**src/rtl/ysyx_23060236_icache_pkg.sv**
```systemverilog
// Shared constants and FSM encoding for the direct-mapped instruction cache.
// The fill FSM and the line geometry are defined here so every file agrees on them.
package ysyx_23060236_icache_pkg;

  localparam int ICACHE_ADDR_W  = 25;
  localparam int ICACHE_INDEX_W = 4;
  localparam int OFFSET_W       = 5;
  localparam int WORD_SEL_W     = 3;
  localparam int WORDS_PER_LINE = 8;
  localparam int FSM_STATE_W    = 2;

  typedef enum logic [FSM_STATE_W-1:0] {
    FSM_IDLE      = 2'd0,
    FSM_FILL      = 2'd1,
    FSM_FILL_DROP = 2'd2
  } fill_state_e;

  function automatic logic is_last_word(input logic [WORD_SEL_W-1:0] word);
    return word == WORD_SEL_W'(WORDS_PER_LINE - 1);
  endfunction

  function automatic logic is_first_word(input logic [WORD_SEL_W-1:0] word);
    return word == '0;
  endfunction

endpackage

```
**src/rtl/ysyx_23060236_icache_reg.sv**
```systemverilog
// Generic register with synchronous active-high reset and write enable.
// Used to hold the refill FSM state of the instruction cache.
module ysyx_23060236_Reg #(
  parameter int               WIDTH     = 1,
  parameter logic [WIDTH-1:0] RESET_VAL = '0
) (
  input  logic             clock,
  input  logic             reset,
  input  logic [WIDTH-1:0] din,
  output logic [WIDTH-1:0] dout,
  input  logic             wen
);

  always_ff @(posedge clock) begin
    if (reset) begin
      dout <= RESET_VAL;
    end else if (wen) begin
      dout <= din;
    end
  end

endmodule

```
**src/rtl/ysyx_23060236_icache.sv**
```systemverilog
// Direct-mapped instruction cache, 32-byte lines, zero-latency read port and a
// word-at-a-time refill port; a line becomes valid only after its last word lands.
module ysyx_23060236_icache
  import ysyx_23060236_icache_pkg::*;
#(
  parameter int INDEX_W = ICACHE_INDEX_W,
  parameter int ADDR_W  = ICACHE_ADDR_W
) (
  input  logic              clock,
  input  logic              reset,
  input  logic [ADDR_W-1:0] icache_araddr,
  output logic [31:0]       icache_rdata,
  output logic              icache_hit,
  input  logic [ADDR_W-1:0] icache_awaddr,
  input  logic [31:0]       icache_wdata,
  input  logic              icache_wvalid,
  input  logic              fence_i,
  output logic              fill_busy
);

  localparam int LINES = 1 << INDEX_W;
  localparam int TAG_W = ADDR_W - OFFSET_W - INDEX_W;

  logic [31:0]      data_q [LINES][WORDS_PER_LINE];
  logic [TAG_W-1:0] tag_q  [LINES];
  logic [LINES-1:0] valid_q;
  logic [INDEX_W-1:0] fill_idx_q;

  logic [INDEX_W-1:0]    rd_idx, wr_idx;
  logic [TAG_W-1:0]      rd_tag, wr_tag;
  logic [WORD_SEL_W-1:0] rd_word, wr_word;

  logic [FSM_STATE_W-1:0] state_raw;
  fill_state_e            state_q, state_d;
  logic                   fill_start, fill_done;
  logic                   unused_addr_bits;

  assign rd_idx  = icache_araddr[OFFSET_W+INDEX_W-1:OFFSET_W];
  assign rd_tag  = icache_araddr[ADDR_W-1:OFFSET_W+INDEX_W];
  assign rd_word = icache_araddr[OFFSET_W-1:2];
  assign wr_idx  = icache_awaddr[OFFSET_W+INDEX_W-1:OFFSET_W];
  assign wr_tag  = icache_awaddr[ADDR_W-1:OFFSET_W+INDEX_W];
  assign wr_word = icache_awaddr[OFFSET_W-1:2];

  assign unused_addr_bits = &{1'b0, icache_araddr[1:0], icache_awaddr[1:0]};

  // Read stage: purely combinational against the pre-edge arrays
  assign icache_hit   = valid_q[rd_idx] && (tag_q[rd_idx] == rd_tag);
  assign icache_rdata = icache_hit ? data_q[rd_idx][rd_word] : 32'd0;

  assign state_q   = fill_state_e'(state_raw);
  assign fill_busy = (state_q != FSM_IDLE);

  always_comb begin
    state_d    = state_q;
    fill_start = 1'b0;
    fill_done  = 1'b0;
    case (state_q)
      FSM_IDLE: begin
        if (icache_wvalid && is_first_word(wr_word)) begin
          fill_start = 1'b1;
          state_d    = fence_i ? FSM_FILL_DROP : FSM_FILL;
        end
      end
      FSM_FILL: begin
        if (icache_wvalid && is_last_word(wr_word)) begin
          fill_done = !fence_i;
          state_d   = FSM_IDLE;
        end else if (fence_i) begin
          state_d = FSM_FILL_DROP;
        end
      end
      FSM_FILL_DROP: begin
        if (icache_wvalid && is_last_word(wr_word)) begin
          state_d = FSM_IDLE;
        end
      end
      default: state_d = FSM_IDLE;
    endcase
  end

  ysyx_23060236_Reg #(
    .WIDTH    (FSM_STATE_W),
    .RESET_VAL(FSM_IDLE)
  ) u_state_reg (
    .clock(clock),
    .reset(reset),
    .din  (state_d),
    .dout (state_raw),
    .wen  (1'b1)
  );

  // Write stage: data lands regardless of FSM state
  always_ff @(posedge clock) begin
    if (icache_wvalid) begin
      data_q[wr_idx][wr_word] <= icache_wdata;
    end
  end

  // The fill index is latched so the final valid set survives any awaddr drift
  always_ff @(posedge clock) begin
    if (reset) begin
      valid_q <= '0;
    end else begin
      if (fill_start) begin
        tag_q[wr_idx]   <= wr_tag;
        valid_q[wr_idx] <= 1'b0;
        fill_idx_q      <= wr_idx;
      end
      if (fill_done) begin
        valid_q[fill_idx_q] <= 1'b1;
      end
      if (fence_i) begin
        valid_q <= '0;
      end
    end
  end

endmodule
```
**config.mk**
```make
export PLATFORM = sky130hd
export DESIGN_NAME = ysyx_23060236_icache
export DESIGN_NICKNAME = d
export VERILOG_FILES = /design/src/rtl/ysyx_23060236_icache_pkg.sv /design/src/rtl/ysyx_23060236_icache_reg.sv /design/src/rtl/ysyx_23060236_icache.sv
export SDC_FILE = /design/constraint.sdc
export NUM_CORES = 2
export LEC_CHECK = 0
export CAP_MARGIN = 20
export CORE_MARGIN = 2
export CORE_UTILIZATION = 30
export CTS_CLUSTER_DIAMETER = 100
export DETAILED_ROUTE_END_ITERATION = 12
export GPL_TIMING_DRIVEN = 0
export SYNTH_ARGS = -nofsm -noshare
export SYNTH_HDL_FRONTEND = slang
export SYNTH_HIERARCHICAL = 1
export SYNTH_MEMORY_MAX_BITS = 65536
export SYNTH_SLANG_ARGS = --single-unit
```
**constraint.sdc**
```tcl
create_clock -name clock -period 3.6 [get_ports clock]
set_input_delay 0.72 -clock clock [delete_from_list [all_inputs] [get_ports clock]]
set_output_delay 0.72 -clock clock [all_outputs]
set_load 0.005 [all_outputs]
```
==> impl_metrics.py <==
metrics = {
    "status": {
        "status": "complete, but fails checks",
        "violations": "negative setup slack",
    },
    "synth": {
        "synth_mux_area_share_pct": 16.2,
        "synth_edf_count": 4356,
        "ys_seq_area_share_pct": 77.9,
        "synthAdderAreaFrac_pct": 0,
        "synth_top_area_share_pct": 77.7,
        "synth_top_cell_by_area": "edfxtp_1",
        "syn-cell-area_mm2": 0.168,
        "synth_ff_type": "edfxtp_1",
        "synth_area_leaders": "edfxtp_1 (78%), mux4_2 (14%), mux2i_1 (2.2%)",
        "synth_compound_area_share_pct": 2.55,
        "synth_seq_cells": 4374,
        "avgSynthCellArea_um2": 22.4,
        "synth_xor_area_share_pct": 0.109,
        "async_reset_ff_share_pct": 0,
        "synth_top_family_by_area": "multiplexers",
        "yosys_warnings": 6,
        "synthSimpleGateAreaFrac_pct": 1.73,
        "yosysUniqueCellTypes": 70,
        "syn-instance-count": 7515,
    },
    "placed_design": {
        "io_buffers": 111,
        "dp_hpwl_um": 444000,
        "gp_congestion": 0.922,
        "place_area_mm2": 0.188,
        "dpl_worst_slack_ns": -5.47,
    },
    "die": {
        "dieArea_mm2": 0.567,
        "die_w_um": 753,
        "fp.dieH_um": 753,
        "core_area_mm2": 0.560,
        "rows": 275,
        "start_util_pct": 30.1,
        "ios": 120,
    },
    "timing": {
        "worstMarginPinSlew_ns": 1.36,
        "grt_setup_unrepaired": "yes",
        "fin_ws_ns": -1.96,
        "final_hold_viol_count": 0,
        "final-setup-viol-count": 40,
        "max_slew_margin_pct": 9.33,
        "period_minus_slack_ns": 5.56,
        "skew_ns": 0.0307,
        "fin_crit_sh_pct": 155,
        "report.final.slew_viol_count": 0,
        "max_clock_freq_ghz": 0.180,
    },
    "setup_path": {
        "reg2reg_depth": 6,
        "criticalPathCategory": "input port to output port",
        "start_kind": "input port",
        "end_kind": "output port",
        "crit_arrival_ns": 4.84,
        "r2r_end": "tag_q[12][3]",
        "critPathRequiredTime_ns": 2.88,
        "cp_num_buf_inv": 6,
        "critPathMaxStageDelay_ns": 0.82,
        "critical_path.top_delay_family": "simple AND/OR/NAND/NOR gates",
        "slowest_stage": "nand4_1",
        "worstPathCellList": "clkdlybuf4s15_2, buf_4, nor2b_4, clkbuf_16, clkbuf_4, buf_8, a32oi_1, o22a_1, nand4_1, o221ai_4, nor4_4, buf_2",
        "reg2reg_slack_ns": 0.61,
        "r2r-start": "u_state_reg/dout[0]",
        "path_max_fanout": 10,
    },
    "pwr": {
        "ir_worst_vdd_mv": 0.419,
        "clockPowerShare_pct": 41.5,
        "pwr-share-comb_pct": 6.8,
        "power_frac_seq_pct": 51.7,
        "p_per_area_mw_per_mm2": 526,
        "leakage_nw": 64.8,
        "p_sw_mw": 24.6,
        "p_int_mw": 84.1,
        "finalPower_mw": 109,
        "switching_share_pct": 22.6,
    },
    "cts": {
        "clkTransAtPathRegs_ns": 0.06,
        "cts_tree": "yes",
        "cts_buffers": 436,
        "htree_levels": 5,
        "root_buffer": "clkbuf_16",
        "clockBufferDepth": 4,
        "cts_sinks": 4374,
        "clock_latency_ns": 1.03,
    },
    "routing": {
        "wl_um": 650000,
        "post_drt_via_cell_ratio": 5.77,
        "drtIter0Drc": 18926,
        "dr.pass1.iters": 7,
        "avgRoutedWirePerCell_um": 39.5,
        "via_count": 94927,
        "drc": 0,
        "postRouteAntennaNets": 0,
    },
    "cells_and_area": {
        "fin_util_pct": 37.0,
        "finalNetCount": 8687,
        "mostFrequentLayoutCell": "edfxtp_1",
        "final_cell_mix": "edfxtp_1 (4356), mux4_2 (1017), clkbuf_16 (450), mux2i_1 (359), buf_12 (280)",
        "drive_above_1_share_pct": 33.3,
        "syn2layout_area_growth_pct": 22.9,
        "finalInstanceArea_mm2": 0.207,
    },
    "job": {
        "maxCapViolations": 0,
    },
    "global_route": {
        "grt_pass1_vias": 89460,
        "grt_first_pass_wirelength_um": 840000,
        "grt_overflow_total": 0,
        "grt_max_degree": 109,
        "grt_util_all_layers_pct": 22.0,
        "antenna_found_initial": 63,
    },
    "worst_hold_path": {
        "worstHoldStart": "icache_wdata[19]",
        "worst_hold_path.num_cells": 1,
        "min_path_type": "input port to flip-flop",
        "min_to": "data_q[15][147]",
    },
}
state kept, by name, indices dropped and copies added (netlist names):
name / flops
data_q: 4096
tag_q: 256
u_state_reg/dout: 2
valid_q: 16
fill_idx_q: 4
area by class of cell:
class | instances | area (µm²)
fill | 49854 | 353000
tap | 7479 | 9360
sequential | 4374 | 131000
clock buffer | 536 | 11400
timing repair buffer | 655 | 10200
inverter | 6 | 27.5
multi-input combinational | 2705 | 36900
clock inverter | 261 | 2480
buffer | 423 | 5240
antenna | 27 | 67.6
timing repair:
action,CTS,global route
cloned,0,3
hold endpoints to repair,0,0
resized for setup,914,169
buffers inserted,60,114
setup endpoints to repair,33,50
hold buffers,0,0
pin swaps,47,47
worst max-delay path by stage:
stage	start	endpoint	slack, ns	cells after the start
global route	tag_q[11][15]	icache_rdata[14]	-1.90	10
finish	icache_araddr[3]	icache_rdata[28]	-1.96	12
global placement	icache_araddr[7]	icache_rdata[25]	-7.44	12
CTS	tag_q[7][7]	icache_rdata[17]	-1.79	8
floorplan	icache_araddr[5]	icache_rdata[12]	-0.21	8
detailed placement	icache_araddr[8]	icache_rdata[28]	-5.47	12
per-stage QoR:
stage               setup TNS (ns)  instances  hold WS (ns)
finish                      -54.78      16466         0.155
global placement                 -      15106         0.465
global route                -56.15      16441         0.140
floorplan                    -6.00       7516         0.446
CTS                         -54.24      16316        0.0952
detailed placement        -1847.65      15465         0.474
routing by layer:
layer	routed length [µm]	vias to the layer above	GRT usage, %
met1	216000	49989	27.1
met3	98900	2031	8.05
met5	243	-	0
met4	53600	34	14.5
li1	-	34322	-
met2	282000	8551	32.7
power by group through the flow:
stage          sequential (mW)  combinational, mW  clock [mW]
4_1_cts                   56.2               6.97        45.0
5_1_grt                   56.2               7.41        47.0
6_report                  56.2               7.43        45.1
3_5_place_dp              57.3               6.45           0
2_1_floorplan             57.3               2.78           0
3_3_place_gp              57.6               5.96           0
cells in the mapped netlist (7+ instances only):
master,n
o2111ai_1,21
clkbuf_1,151
a22oi_1,115
nand2b_1,17
dfxtp_1,18
a2111oi_0,13
a32oi_1,31
a31oi_1,19
mux4_2,1017
nor2_1,190
buf_4,86
buf_2,91
edfxtp_1,4356
buf_6,56
nand2_1,162
xnor2_1,9
o22ai_1,73
a22o_1,7
a211oi_1,25
nor3_1,20
o32ai_1,7
nor4_2,9
o22a_1,11
xor2_1,12
nand4_1,46
buf_1,43
a221oi_1,17
or2_2,8
mux2i_1,368
mux2_2,56
nand3_1,67
nor4b_2,7
o21ai_1,14
nor2b_1,26
o21ai_0,65
o211ai_1,12
o221ai_1,18
a21oi_1,166
cells by family (layout without fill, tap and decap cells):
| kind of cell | count (synthesis) | after routing |
|---|---|---|
| flip-flops | 4374 | 4374 |
| multiplexers | 1445 | 1445 |
| AO/OA/AOI/OAI | 640 | 640 |
| AND/OR/NAND/NOR | 597 | 597 |
| buffers and inverters | 437 | 1881 |
| XOR/XNOR | 21 | 21 |
| other | 1 | 29 |
Note: power is estimated with default switching activity, not from simulation.
